### src/rtl/ysyx_23060171_ifu.sv
// Instruction fetch unit: owns the PC, issues one word fetch at a time over a valid/ready
// channel and presents each fetched instruction with its PC to the IDU.
module ysyx_23060171_ifu #(
   parameter logic [31:0] RESET_PC = 32'h8000_0000
) (
   input  logic        clk,
   input  logic        rst,
   input  logic        redirect_valid,
   input  logic [31:0] redirect_pc,
   output logic        mem_req_valid,
   input  logic        mem_req_ready,
   output logic [31:0] mem_req_addr,
   input  logic        mem_rsp_valid,
   input  logic [31:0] mem_rsp_data,
   input  logic        mem_rsp_err,
   output logic        inst_valid,
   input  logic        inst_ready,
   output logic [31:0] inst,
   output logic [31:0] inst_pc,
   output logic        inst_err
);

   typedef enum logic [1:0] {StIdle, StReq, StWait, StOut} state_e;

   state_e      state_q, state_d;
   logic [31:0] pc_q, pc_d;
   logic [31:0] pend_pc_q, pend_pc_d;
   logic        pend_valid_q, pend_valid_d;
   logic        drop_q, drop_d;
   logic [31:0] inst_q, inst_d;
   logic [31:0] inst_pc_q, inst_pc_d;
   logic        inst_err_q, inst_err_d;
   logic        go_req;

   always_comb begin
      state_d      = state_q;
      pc_d         = pc_q;
      pend_pc_d    = pend_pc_q;
      pend_valid_d = pend_valid_q;
      drop_d       = drop_q;
      inst_d       = inst_q;
      inst_pc_d    = inst_pc_q;
      inst_err_d   = inst_err_q;
      go_req       = 1'b0;

      unique case (state_q)
         StIdle: begin
            if (redirect_valid) begin
               pc_d = redirect_pc;
            end
            go_req = 1'b1;
         end
         StReq: begin
            // The outstanding request keeps its address; a redirect is parked in pend_pc.
            if (redirect_valid) begin
               pend_pc_d    = redirect_pc;
               pend_valid_d = 1'b1;
            end
            if (mem_req_ready) begin
               state_d = StWait;
               drop_d  = drop_q | pend_valid_q | redirect_valid;
            end
         end
         StWait: begin
            if (redirect_valid) begin
               pend_pc_d    = redirect_pc;
               pend_valid_d = 1'b1;
               drop_d       = 1'b1;
            end
            if (mem_rsp_valid) begin
               if (drop_q || redirect_valid) begin
                  pc_d         = redirect_valid ? redirect_pc : pend_pc_q;
                  drop_d       = 1'b0;
                  pend_valid_d = 1'b0;
                  go_req       = 1'b1;
               end else begin
                  inst_d     = mem_rsp_data;
                  inst_err_d = mem_rsp_err;
                  inst_pc_d  = pc_q;
                  state_d    = StOut;
               end
            end
         end
         StOut: begin
            // Redirect wins over a simultaneous consume.
            if (redirect_valid) begin
               pc_d   = redirect_pc;
               go_req = 1'b1;
            end else if (inst_ready) begin
               pc_d   = pc_q + 32'd4;
               go_req = 1'b1;
            end
         end
         default: state_d = StIdle;
      endcase

      // A misaligned PC never reaches memory; it is reported as a faulting instruction.
      if (go_req) begin
         if (pc_d[1:0] != 2'b00) begin
            state_d    = StOut;
            inst_d     = 32'h0;
            inst_err_d = 1'b1;
            inst_pc_d  = pc_d;
         end else begin
            state_d = StReq;
         end
      end
   end

   always_ff @(posedge clk or negedge rst) begin
      if (!rst) begin
         state_q      <= StIdle;
         pc_q         <= RESET_PC;
         pend_pc_q    <= RESET_PC;
         pend_valid_q <= 1'b0;
         drop_q       <= 1'b0;
         inst_q       <= 32'h0;
         inst_pc_q    <= RESET_PC;
         inst_err_q   <= 1'b0;
      end else begin
         state_q      <= state_d;
         pc_q         <= pc_d;
         pend_pc_q    <= pend_pc_d;
         pend_valid_q <= pend_valid_d;
         drop_q       <= drop_d;
         inst_q       <= inst_d;
         inst_pc_q    <= inst_pc_d;
         inst_err_q   <= inst_err_d;
      end
   end

   assign mem_req_valid = (state_q == StReq);
   assign mem_req_addr  = pc_q;
   assign inst_valid    = (state_q == StOut);
   assign inst          = inst_q;
   assign inst_pc       = inst_pc_q;
   assign inst_err      = inst_err_q;

endmodule

### config.mk
export PLATFORM = sky130hd
export DESIGN_NAME = ysyx_23060171_ifu
export DESIGN_NICKNAME = d
export VERILOG_FILES = /design/src/rtl/ysyx_23060171_ifu.sv
export SDC_FILE = /design/constraint.sdc
export NUM_CORES = 1
export LEC_CHECK = 0
export ABC_AREA = 1
export ABC_CLOCK_PERIOD_IN_PS = 2800
export BUFFER_PORTS_ARGS = -buffer_cell sky130_fd_sc_hd__buf_2
export CORE_MARGIN = 2
export CORE_UTILIZATION = 55
export CTS_CLUSTER_DIAMETER = 100
export CTS_CLUSTER_SIZE = 28
export DETAILED_ROUTE_END_ITERATION = 16
export PLACE_DENSITY = 0.81
export SYNTH_ARGS = -nofsm -noshare
export SYNTH_HDL_FRONTEND = slang
export SYNTH_SLANG_ARGS = --single-unit
### constraint.sdc
create_clock -name clk -period 2.8 [get_ports clk]
set_clock_uncertainty 0.2 [all_clocks]
set_input_delay 0.56 -clock clk [delete_from_list [all_inputs] [get_ports clk]]
set_output_delay 0.56 -clock clk [all_outputs]
set_load 0.01 [all_outputs]
==> impl_metrics.json <==
{
  "status": "complete, no violations",
  "ioPinCount": 170,
  "slowest_stage": "dfrtp_1",
  "fp.dieH_um": 123,
  "numCtsBuffers": 17,
  "initial_core_util_pct": 56.2,
  "rsz0062_at_grt": "no",
  "cts_tree": "done",
  "max_freq_mhz": 389,
  "nNetsFinal": 1326,
  "routed_wl_mm": 26.6,
  "antenna_cells": 0,
  "synthCells": 1089,
  "critPathBufInv": 4,
  "syn_to_final_growth_pct": 21.5,
  "worstMarginPinSlew_ns": 0.668,
  "slowest_delay_ns": 0.47,
  "multiInputGateArea_sq_mm": 0.00371,
  "drv_cap": 0,
  "syn_area_per_cell_sq_um": 7.16,
  "grt_max_degree": 70,
  "post_cts_buffers": 0,
  "post-route-min-period_ns": 2.57,
  "cts-root-buf": "clkbuf_16",
  "vias": 8298,
  "setup_ws_ns": 0.229,
  "syn_area_sq_mm": 0.00780,
  "antenna_found_initial": 0,
  "die_area_sq_mm": 0.0152,
  "place_area_sq_mm": 0.00888,
  "synth_top_area_share_pct": 41.7,
  "synth_cell_types": 44,
  "yosysMostFrequentCell": "nand2_1",
  "clk_pin_slew_ns": 0.06,
  "globalRouteOverflowTotal": 0,
  "holdBufCountCts": 1,
  "yosys.area_share.simple_pct": 25.9,
  "min_period_over_period_pct": 91.8,
  "finalSetupViolations": 0,
  "final_cell_area_sq_mm": 0.00948,
  "seq_area_frac_synth_pct": 42.7,
  "syn-num-nets": 1165,
  "firstDrtPassIters": 6,
  "cp_cell_sequence": "inv_1 -> ha_1 -> nor2_2 -> inv_1 -> a21oi_4 -> o21ai_4 -> nand2_4 -> nand2_4 -> inv_4 -> nand3_1 -> nand2_1 -> inv_1",
  "die_width_um": 123,
  "synth_common_cells": "nand2_1, o21ai_0, dfrtp_1",
  "clk_latency_ns": 0.42,
  "hold_viol": 0,
  "track_usage_pct": 36.1,
  "yosys.area_share.xor_xnor_pct": 0,
  "route.detailed.wl_per_inst_um": 18.4,
  "relSlewSlack_pct": 55.4,
  "synth-seq-cells": 133,
  "synth_area_leaders": "dfrtp_1, nand2_1, o21ai_0",
  "synthArstFlopShare_pct": 100,
  "hpwl_mm": 19.3,
  "muxShareOfSynthArea_pct": 0,
  "cp_max_fo": 22,
  "rows": 43,
  "power_density_mw_per_mm2": 1150,
  "tns_ns": 0,
  "ff_latch_area_sq_mm": 0.00333,
  "yosys.area.top_type": "dfrtp_1",
  "drt-vias-per-instance": 5.75,
  "portBuffers": 169,
  "first_global_vias": 8134,
  "grt_pass1_wl_mm": 41.3,
  "coreArea_sq_mm": 0.0139,
  "hold_class": "input pin to flop",
  "pre_cts_ws_ns": 0.145,
  "yosysWarnings": 0,
  "drtAntennaViolNets": 0,
  "criticalPathCategory": "flop to flop",
  "routabilityCongestion": 0.987,
  "synth_adder_area_share_pct": 0.802,
  "worstPathArrival_ns": 2.69,
  "irDropWorstVdd_v": 0.000887,
  "synth_compound_area_share_pct": 20.8,
  "synth_edf_count": 0,
  "synth_top_family_by_area": "simple AND/OR/NAND/NOR gates",
  "fill_cells": 1229,
  "critical-path-top-delay-family": "simple AND/OR/NAND/NOR gates",
  "synth_ff_type": "dfrtp_1",
  "clockBufferDepth": 2,
  "layout-drive-gt1-share_pct": 20.7,
  "cts.repair.resized": 0,
  "worstPathRequired_ns": 2.92,
  "cts.sinks": 133,
  "p_leak_nw": 4.83,
  "htree_levels": 4,
  "worstSetupStartpointType": "flop",
  "drc_errors": 0,
  "critPathCaptureType": "flop",
  "drtIter0Drc": 815,
  "maxSlewViolCount": 0,
  "crit_top_cell": "inv_1"
}
## cells by family (layout without fill, tap and decap cells)
group                      count (synthesis)  count (layout)
AOI/OAI and AO/OA                        279             279
DFF                                      133             133
and+or+nand+nor                          491             491
buffers and inverters                    181             355
adders and majority gates                  5               5
## layout make-up
| type | count | share of cell area [%] |
|---|---|---|
| Clock buffer | 19 | 4.67 |
| Clock inverter | 13 | 1.56 |
| Inverter | 123 | 4.92 |
| Multi-Input combinational cell | 775 | 39.2 |
| Sequential cell | 133 | 35.2 |
| Tap cell | 180 | 2.38 |
| Timing Repair Buffer | 200 | 12.1 |
## power by group
part / switching [mW] / internal (mW)
Sequential: 0.699 / 2.71
Combinational: 3.49 / 1.69
Clock: 0.915 / 1.35
## per-stage QoR
stage                     power, mW  hold slack [ns]  util (%)  std cells
after floorplan                6.63           0.0644         -       1089
after global routing           11.6            0.178      68.3       1443
after detailed placement       8.48            0.297      64.0       1410
final                          10.9            0.166      68.3       1443
after CTS                      10.8            0.164      68.3       1443
after global placement         8.36            0.284      64.0       1410
## registers in the layout (all words and copies together), names as in the netlist
register and count:
inst_err 1, mem_req_addr 32, inst_pc 32, inst 32
pend_pc_q 32, drop_q 1, state_q 2, pend_valid_q 1
## layout by cell type (no fill, tap or decap), drive strengths merged, types with 8 or more instances in the layout
| cell | synthesis | final |
|---|---|---|
| o22ai | 8 | 8 |
| inv | 123 | 127 |
| clkbuf | 25 | 19 |
| nand4 | 11 | 11 |
| buf | 33 | 199 |
| nand3 | 46 | 46 |
| o211ai | 16 | 16 |
| a221oi | 12 | 12 |
| nand2 | 347 | 347 |
| o21ai | 143 | 143 |
| nor3 | 10 | 10 |
| a21oi | 76 | 76 |
| nor2 | 70 | 70 |
| dfrtp | 130 | 130 |
## metal layers
metal  vias to the layer above  GRT usage [%]  part of all wire, %
met3                       114           6.83                  7.1
met5                         -              0                    0
met1                      3857           43.1                   39
met4                         0           21.9                  6.1
li1                       3887              -                    -
met2                       440           60.5                   48
## worst min-delay path, cell delays in order
cell	delay (ns)
buf_2	0.08
nand2_1	0.05
nand3_1	0.07
## final timing paths
check                         startpoint       endpoint  slack, ns  cells after the start
max reg2reg                   state_q[0]    inst_pc[18]       0.23                     12
min reg2reg                pend_pc_q[31]  pend_pc_q[31]       0.32                      2
max                           state_q[0]    inst_pc[18]       0.23                     12
min in group asynchronous            rst  pend_pc_q[20]       0.48                      2
min                          mem_rsp_err       inst_err       0.17                      3
max in group asynchronous            rst       inst[13]       1.19                      3
Note: power is estimated with default switching activity, not from simulation.
